File: src/rtl/i2s_master_tx.sv
// i2s_master_tx: I2S bus master and stereo transmitter.
// Derives bit_clk / lr_clk from clk, serializes one coherent left/right frame
// per 2*SLOT_W bit periods, and accepts frames through a one-entry holding
// register. An empty holding register at frame start sends a zero frame and
// pulses underrun.
// Optional build macro I2S_TX_UNDERRUN_CNT_EN adds an 8-bit saturating
// underrun_cnt output.
module i2s_master_tx #(
    parameter int SAMPLE_W = 24,
    parameter int SLOT_W   = 32,
    parameter int CLK_DIV  = 4
) (
    input  logic                clk,
    input  logic                rst_n,
    input  logic                in_valid,
    output logic                in_ready,
    input  logic [SAMPLE_W-1:0] in_left,
    input  logic [SAMPLE_W-1:0] in_right,
    output logic                bit_clk,
    output logic                lr_clk,
    output logic                sd,
    output logic                underrun
`ifdef I2S_TX_UNDERRUN_CNT_EN
    ,
    output logic [7:0]          underrun_cnt
`endif
);

    localparam int FRAME_W = 2 * SLOT_W;
    localparam int PW      = $clog2(FRAME_W);
    localparam int CW      = $clog2(CLK_DIV);
    localparam logic [CW-1:0] DIV_LAST = CW'(CLK_DIV - 1);
    localparam logic [PW-1:0] P_LAST   = PW'(FRAME_W - 1);

    logic [CW-1:0]       div_q, div_d;
    logic                bit_clk_q, bit_clk_d;
    logic [PW-1:0]       p_q, p_d;
    logic                lr_q, lr_d;
    logic                sd_q, sd_d;
    logic                ur_q, ur_d;
    logic                ready_q, ready_d;
    logic                hold_full_q, hold_full_d;
    logic [SAMPLE_W-1:0] hold_left_q, hold_left_d;
    logic [SAMPLE_W-1:0] hold_right_q, hold_right_d;
    logic [SAMPLE_W-1:0] left_sh_q, left_sh_d;
    logic [SAMPLE_W-1:0] right_sh_q, right_sh_d;
`ifdef I2S_TX_UNDERRUN_CNT_EN
    logic [7:0]          cnt_q, cnt_d;
`endif

    logic                div_wrap, fall, frame_start, xfer, right_slot;
    logic [PW-1:0]       p_nxt;
    logic [31:0]         pos;
    logic [SAMPLE_W-1:0] load_left, load_right;

    // Divider, position counter, serializer and handshake next-state logic.
    always_comb begin
        // NOTE: every variable gets a default before any branch so no path
        // leaves one unassigned, which would otherwise infer a latch.
        div_d        = div_q;
        bit_clk_d    = bit_clk_q;
        p_d          = p_q;
        lr_d         = lr_q;
        sd_d         = sd_q;
        ur_d         = 1'b0;
        left_sh_d    = left_sh_q;
        right_sh_d   = right_sh_q;
        hold_left_d  = hold_left_q;
        hold_right_d = hold_right_q;

        div_wrap    = (div_q == DIV_LAST);
        fall        = div_wrap && bit_clk_q;
        frame_start = fall && (p_q == '0);
        p_nxt       = (p_q == P_LAST) ? '0 : p_q + PW'(1);
        pos         = 32'(p_nxt);
        load_left   = hold_full_q ? hold_left_q  : '0;
        load_right  = hold_full_q ? hold_right_q : '0;
        // Right bits occupy SLOT_W+1.. ; with a full-width sample the LSB
        // wraps into position 0 of the following frame.
        right_slot  = ((pos >= 32'(SLOT_W + 1)) && (pos <= 32'(SLOT_W + SAMPLE_W)))
                    || ((SAMPLE_W == SLOT_W) && (pos == 32'd0));

        div_d = div_wrap ? '0 : div_q + CW'(1);
        if (div_wrap) begin
            bit_clk_d = ~bit_clk_q;
        end

        if (fall) begin
            p_d  = p_nxt;
            lr_d = (pos >= 32'(SLOT_W - 1)) && (pos <= 32'(2 * SLOT_W - 2));
            sd_d = 1'b0;
            if (frame_start) begin
                // Both channels load together so a frame is never torn.
                sd_d       = load_left[SAMPLE_W-1];
                left_sh_d  = load_left << 1;
                right_sh_d = load_right;
                ur_d       = !hold_full_q;
            end else if ((pos >= 32'd2) && (pos <= 32'(SAMPLE_W))) begin
                sd_d      = left_sh_q[SAMPLE_W-1];
                left_sh_d = left_sh_q << 1;
            end else if (right_slot) begin
                sd_d       = right_sh_q[SAMPLE_W-1];
                right_sh_d = right_sh_q << 1;
            end
        end

        // No bypass: a frame accepted on a frame-start cycle waits a frame.
        xfer        = in_valid && ready_q;
        hold_full_d = xfer ? 1'b1 : (frame_start ? 1'b0 : hold_full_q);
        ready_d     = !hold_full_d;
        if (xfer) begin
            hold_left_d  = in_left;
            hold_right_d = in_right;
        end

`ifdef I2S_TX_UNDERRUN_CNT_EN
        cnt_d = (ur_d && (cnt_q != 8'hFF)) ? cnt_q + 8'd1 : cnt_q;
`endif
    end

    // Control and serializer state; reset aborts any frame in flight.
    always_ff @(posedge clk or negedge rst_n) begin
        if (!rst_n) begin
            div_q       <= '0;
            bit_clk_q   <= 1'b0;
            p_q         <= P_LAST;
            lr_q        <= 1'b0;
            sd_q        <= 1'b0;
            ur_q        <= 1'b0;
            ready_q     <= 1'b1;
            hold_full_q <= 1'b0;
            left_sh_q   <= '0;
            right_sh_q  <= '0;
`ifdef I2S_TX_UNDERRUN_CNT_EN
            cnt_q       <= '0;
`endif
        end else begin
            // NOTE: non-blocking assignments so every flop samples the
            // pre-edge values, independent of statement order.
            div_q       <= div_d;
            bit_clk_q   <= bit_clk_d;
            p_q         <= p_d;
            lr_q        <= lr_d;
            sd_q        <= sd_d;
            ur_q        <= ur_d;
            ready_q     <= ready_d;
            hold_full_q <= hold_full_d;
            left_sh_q   <= left_sh_d;
            right_sh_q  <= right_sh_d;
`ifdef I2S_TX_UNDERRUN_CNT_EN
            cnt_q       <= cnt_d;
`endif
        end
    end

    // Holding-register payload; its contents only matter while hold_full_q is set.
    always_ff @(posedge clk) begin
        // NOTE: payload storage has no reset; hold_full_q qualifies it, and
        // leaving it out of reset keeps it off the reset tree.
        hold_left_q  <= hold_left_d;
        hold_right_q <= hold_right_d;
    end

    assign bit_clk  = bit_clk_q;
    assign lr_clk   = lr_q;
    assign sd       = sd_q;
    assign underrun = ur_q;
    assign in_ready = ready_q;
`ifdef I2S_TX_UNDERRUN_CNT_EN
    assign underrun_cnt = cnt_q;
`endif

endmodule

File: config.mk
export PLATFORM = sky130hd
export DESIGN_NAME = i2s_master_tx
export DESIGN_NICKNAME = d
export VERILOG_FILES = /design/src/rtl/i2s_master_tx.sv
export SDC_FILE = /design/constraint.sdc
export NUM_CORES = 1
export LEC_CHECK = 0
export CAP_MARGIN = 20
export CORE_MARGIN = 3
export CORE_UTILIZATION = 50
export DETAILED_ROUTE_END_ITERATION = 16
export GPL_ROUTABILITY_DRIVEN = 0
export PLACE_DENSITY = 0.78
export SLEW_MARGIN = 20
export SYNTH_ARGS = -nofsm -noshare
export SYNTH_HDL_FRONTEND = slang
export SYNTH_SLANG_ARGS = --single-unit
File: constraint.sdc
create_clock -name clk -period 2.55 [get_ports clk]
set_clock_uncertainty 0.2 [all_clocks]
set_input_delay 0.3825 -clock clk [delete_from_list [all_inputs] [get_ports clk]]
set_output_delay 0.3825 -clock clk [all_outputs]
set_load 0.1 [all_outputs]
==> impl_results.rst <==
.. list-table::
   :header-rows: 1

   * - Metric
     - Value
   * - Run status
     - completed
   * - Wire length of the first global-routing pass
     - 16400 µm
   * - Violation count after the first detailed-route iteration
     - 137
   * - Final critical-path required period
     - 2490 ps
   * - Sw power
     - approximately 0.00073 W
   * - Arrival @ worst endpoint
     - 2530 ps
   * - Largest voltage drop on the vdd net
     - approximately 0.00030 V
   * - Setup slack of the most critical reg-to-reg path
     - 60 ps
   * - Layout overhead on the synthesized area
     - 23.2%
   * - Worst slew margin
     - between 50% and 60%
   * - Avg Synthesized Cell Area
     - ~12 µm²
   * - Number of clock buffers inserted by TritonCTS
     - 9
   * - Post-route DRC violation count
     - 0
   * - Register Area
     - 2980 µm²
   * - Proportion of power drawn by combinational gates
     - approximately 7.6%
   * - Total power consumption of the routed design
     - roughly 0.0032 W
   * - Initial cell density of the core
     - approximately 52%
   * - Total negative slack for setup checks
     - 0 ps
   * - Most crowded layer after global routing
     - met2
   * - Number of global-route vias before repair
     - between 3k and 4k
   * - Clock latency at the later pin of the worst-skew pair
     - between 300 and 400 ps
   * - Number of placed instances, taps included
     - 540
   * - Internal power contribution
     - 0.00252 W
   * - Post-synth net total
     - between 400 and 500
   * - Final standard cell count with taps included and fillers excluded
     - between 500 and 600
   * - Cell area after technology mapping
     - approximately 4700 µm²
   * - Worst reg2reg path startpoint
     - p_q[0]
   * - Worst setup slack before clock tree synthesis
     - -257 ps
   * - Overall routed net length
     - about 10000 µm
   * - Worst Setup End Kind
     - flop
   * - Post-route setup slack
     - around 62 ps
   * - Max Slew Vio Count
     - 0
   * - M3 GR Usage
     - under 10%
   * - Number of sinks handled by clock tree synthesis
     - between 100 and 150
   * - Cells after synthesis
     - about 390
   * - Post-route fraction of the period consumed by the critical path
     - a little over nine tenths
   * - Met2 Resource Use GR
     - 33.1%
   * - Core footprint
     - ~8900 µm²
   * - Type of origin of the critical path
     - flop
   * - Switching share of total power
     - between 20% and 30%
   * - Setup crit end
     - right_sh_q[23]
   * - All-layer global routing usage
     - just under 20%
   * - I/O pin count
     - 56
   * - Fillers
     - between 600 and 700
   * - Timing-limited maximum frequency
     - 402 MHz
   * - Class of the tightest hold or removal check
     - reg -> reg
   * - Vias post-DR
     - 3483
   * - H-tree level count
     - 3
   * - Grt ovf
     - 0
   * - Area enclosed by the die boundary
     - about 11000 µm²
   * - Crit Reg-Reg Endpoint
     - right_sh_q[23]
   * - Final net count
     - a little over 500
   * - Number of warnings issued by yosys
     - 0
   * - Fraction of layout instances using a drive strength above 1
     - 17.4%
   * - Power share of the sequential group
     - approximately three fifths
   * - Reg clk slew, reported paths
     - approximately 100 ps
   * - I/O Buffers
     - 55
   * - Horiz. Die Dim
     - ~100 µm
   * - Pin count of the biggest net entering global routing
     - 50
   * - Count of state elements after synthesis
     - 109
   * - Number of enable flip-flop cells after synthesis
     - 48
   * - Kind of critical path
     - reg -> reg
   * - Static leakage power
     - approximately 2.2 nW
   * - Depth of the most critical reg-to-reg path
     - 8
   * - Most used DFF post-synth
     - sky130_fd_sc_hd__dfrtp_1
   * - Total power density per cell area
     - between 500 and 600 nW/µm²
   * - Combined area of the multi-input logic cells
     - 1580 µm²
   * - TritonCTS clock tree
     - built
   * - Measured slew at the worst slew-check pin
     - about 700 ps
   * - Site Rows
     - 34
   * - Share of synthesized flip-flops with an asynchronous set or reset
     - between 50% and 60%
   * - Final setup viols
     - 0
   * - Clk Tree Root Cell
     - sky130_fd_sc_hd__clkbuf_8
   * - Die height
     - between 100 and 150 µm
   * - Endpoint required time on the critical path
     - 2590 ps
   * - Critical Path Source
     - p_q[0]
   * - Number of antenna diodes
     - 0
   * - Clk pwr share
     - 31.7%
   * - Number of maximum-capacitance violations
     - 0
   * - Count of nets left with antenna violations after detail routing
     - 0
   * - Half-perimeter wire length after detailed placement
     - 6240 µm
   * - Utilization after layout
     - 64.7%
   * - Met1 usage in global routing
     - between 20% and 30%
   * - Via/cell ratio
     - between 6 and 7
   * - Fraction of the yosys area taken by sequential cells
     - a little under two thirds
   * - Cell variety after synth
     - 47
   * - Maximum fanout encountered on the critical timing path
     - 24
   * - Antenna violations before repair
     - 0
   * - Routed length per instance
     - between 15 and 20 µm
   * - CTS max path bufs
     - 2
   * - First-pass DRT Iterations
     - 5
   * - Number of hold violations in the final report
     - 0
-- worst max-delay path, stage by stage, from the launching register on --
cell and delay [ps]:
sky130_fd_sc_hd__dfstp_2 600, sky130_fd_sc_hd__buf_4 160, sky130_fd_sc_hd__a21o_1 180, sky130_fd_sc_hd__a31oi_4 140, sky130_fd_sc_hd__buf_4 190, sky130_fd_sc_hd__o32a_4 220
sky130_fd_sc_hd__and3_1 200, sky130_fd_sc_hd__buf_12 170, sky130_fd_sc_hd__a221o_1 320
-- per-layer routing --
metal | wire length [µm] | share of wire, % | up-vias
met4 | 155 | 1.6 | 0
met2 | 5130 | 51 | 145
met1 | 4060 | 41 | 1704
met3 | 625 | 6.3 | 17
met5 | 0 | 0 | -
li1 | - | - | 1617
-- worst min-delay path by stage --
stage | endpoint | slack, ps | startpoint | depth (start not counted)
after floorplan | bit_clk | -110 | rst_n | 0
after global placement | right_sh_q[4] | 210 | rst_n | 1
after detailed placement | right_sh_q[4] | 220 | rst_n | 1
after CTS | div_q[0] | 250 | div_q[0] | 1
after global routing | div_q[0] | 260 | div_q[0] | 1
final | div_q[0] | 240 | div_q[0] | 1
-- cells in the mapped netlist (2+ instances only) --
master                      number  area share, %
sky130_fd_sc_hd__o211ai_1        2           0.32
sky130_fd_sc_hd__buf_2          15            1.6
sky130_fd_sc_hd__buf_6           3           0.72
sky130_fd_sc_hd__buf_1           2           0.16
sky130_fd_sc_hd__inv_1           4           0.32
sky130_fd_sc_hd__o21ai_1        20            2.1
sky130_fd_sc_hd__buf_4           3           0.48
sky130_fd_sc_hd__clkbuf_1       15            1.2
sky130_fd_sc_hd__a21o_1          2           0.32
sky130_fd_sc_hd__o2bb2ai_1       2           0.37
sky130_fd_sc_hd__a221o_1        23            4.9
sky130_fd_sc_hd__o21ai_0         7           0.75
sky130_fd_sc_hd__nor2_1          5           0.40
sky130_fd_sc_hd__nand2_1        36            2.9
sky130_fd_sc_hd__ha_1            5            1.3
sky130_fd_sc_hd__edfxtp_1       48             31
sky130_fd_sc_hd__xnor2_1         2           0.37
sky130_fd_sc_hd__and3_1          2           0.27
sky130_fd_sc_hd__a21oi_1        49            5.2
sky130_fd_sc_hd__and2_1          4           0.53
sky130_fd_sc_hd__nand3_1         4           0.43
sky130_fd_sc_hd__xor2_1          2           0.37
sky130_fd_sc_hd__dfstp_2         7            3.9
sky130_fd_sc_hd__dfrtp_1        54             29
sky130_fd_sc_hd__a31oi_1        47            6.3
-- placed cells by master (no fill, tap or decap), drive strengths merged, types with 2 or more instances in the layout --
master | synthesis | final
dfrtp | 54 | 54
a21oi | 50 | 50
clkdlybuf4s50 | 0 | 49
edfxtp | 48 | 48
a31oi | 48 | 48
buf | 23 | 40
nand2 | 37 | 37
o21ai | 27 | 27
a221o | 23 | 23
clkbuf | 15 | 10
dfstp | 7 | 7
inv | 5 | 7
nor2 | 5 | 5
ha | 5 | 5
and2 | 4 | 4
nand3 | 4 | 4
clkinv | 0 | 3
a21o | 2 | 2
and3 | 2 | 2
xor2 | 2 | 2
o211ai | 2 | 2
a2111oi | 1 | 2
xnor2 | 2 | 2
o32a | 2 | 2
o2bb2ai | 2 | 2
-- cells by family (layout without fill, tap and decap cells) --
group,after synthesis,in the layout,share of synthesized area (%)
XOR/XNOR,4,4,0.747
adder cells (fa/ha/maj),5,5,1.33
AND/OR/NAND/NOR,57,57,5.79
AO/OA/AOI/OAI,167,168,24.1
flip-flops,109,109,63.5
buffers and inverters,43,111,4.56
-- cell type report --
type / instances / share of cell area [%]
clock buffers: 10 / 2.21
inverters: 5 / 0.325
well taps: 108 / 2.34
flip-flops and latches: 109 / 51.5
clock inverters: 6 / 1.21
multi-input cells: 234 / 27.4
repair buffers: 90 / 15.0
-- power by group through the flow --
| stage | Sequential [W] | Combinational [W] | Clock [W] |
|---|---|---|---|
| after CTS | 0.00197 | 0.000254 | 0.00106 |
| after global routing | 0.00198 | 0.000276 | 0.00114 |
| after detailed placement | 0.00200 | 0.000252 | 0 |
| after global placement | 0.00200 | 0.000240 | 0 |
| after floorplan | 0.00202 | 0.0000941 | 0 |
| final | 0.00197 | 0.000248 | 0.00103 |
-- state kept, by name (all words and copies together) (netlist names) --
signal / count
bit_clk: 1
div_q: 2
hold_full_q: 1
hold_left_q: 24
hold_right_q: 24
in_ready: 1
left_sh_q: 23
lr_clk: 1
p_q: 6
right_sh_q: 24
sd: 1
underrun: 1
-- metrics by stage --
stage | hold slack [ps] | instance area (µm²)
2_1_floorplan | -113 | 4690
3_3_place_gp | 207 | 5470
3_5_place_dp | 224 | 5470
4_1_cts | 247 | 5730
5_1_grt | 258 | 5780
6_report | 239 | 5780
-- repair_timing --
action / in CTS / in global routing
endpoints found under the setup margin: 22 / 31
pin swaps: 1 / 3
resized for setup: 5 / 4
hold endpoints to repair: 24 / 0
hold buffers: 1 / 0
buffers inserted: 0 / 4
cloned: 1 / 0
No activity file was read; power rests on OpenSTA's default activity.
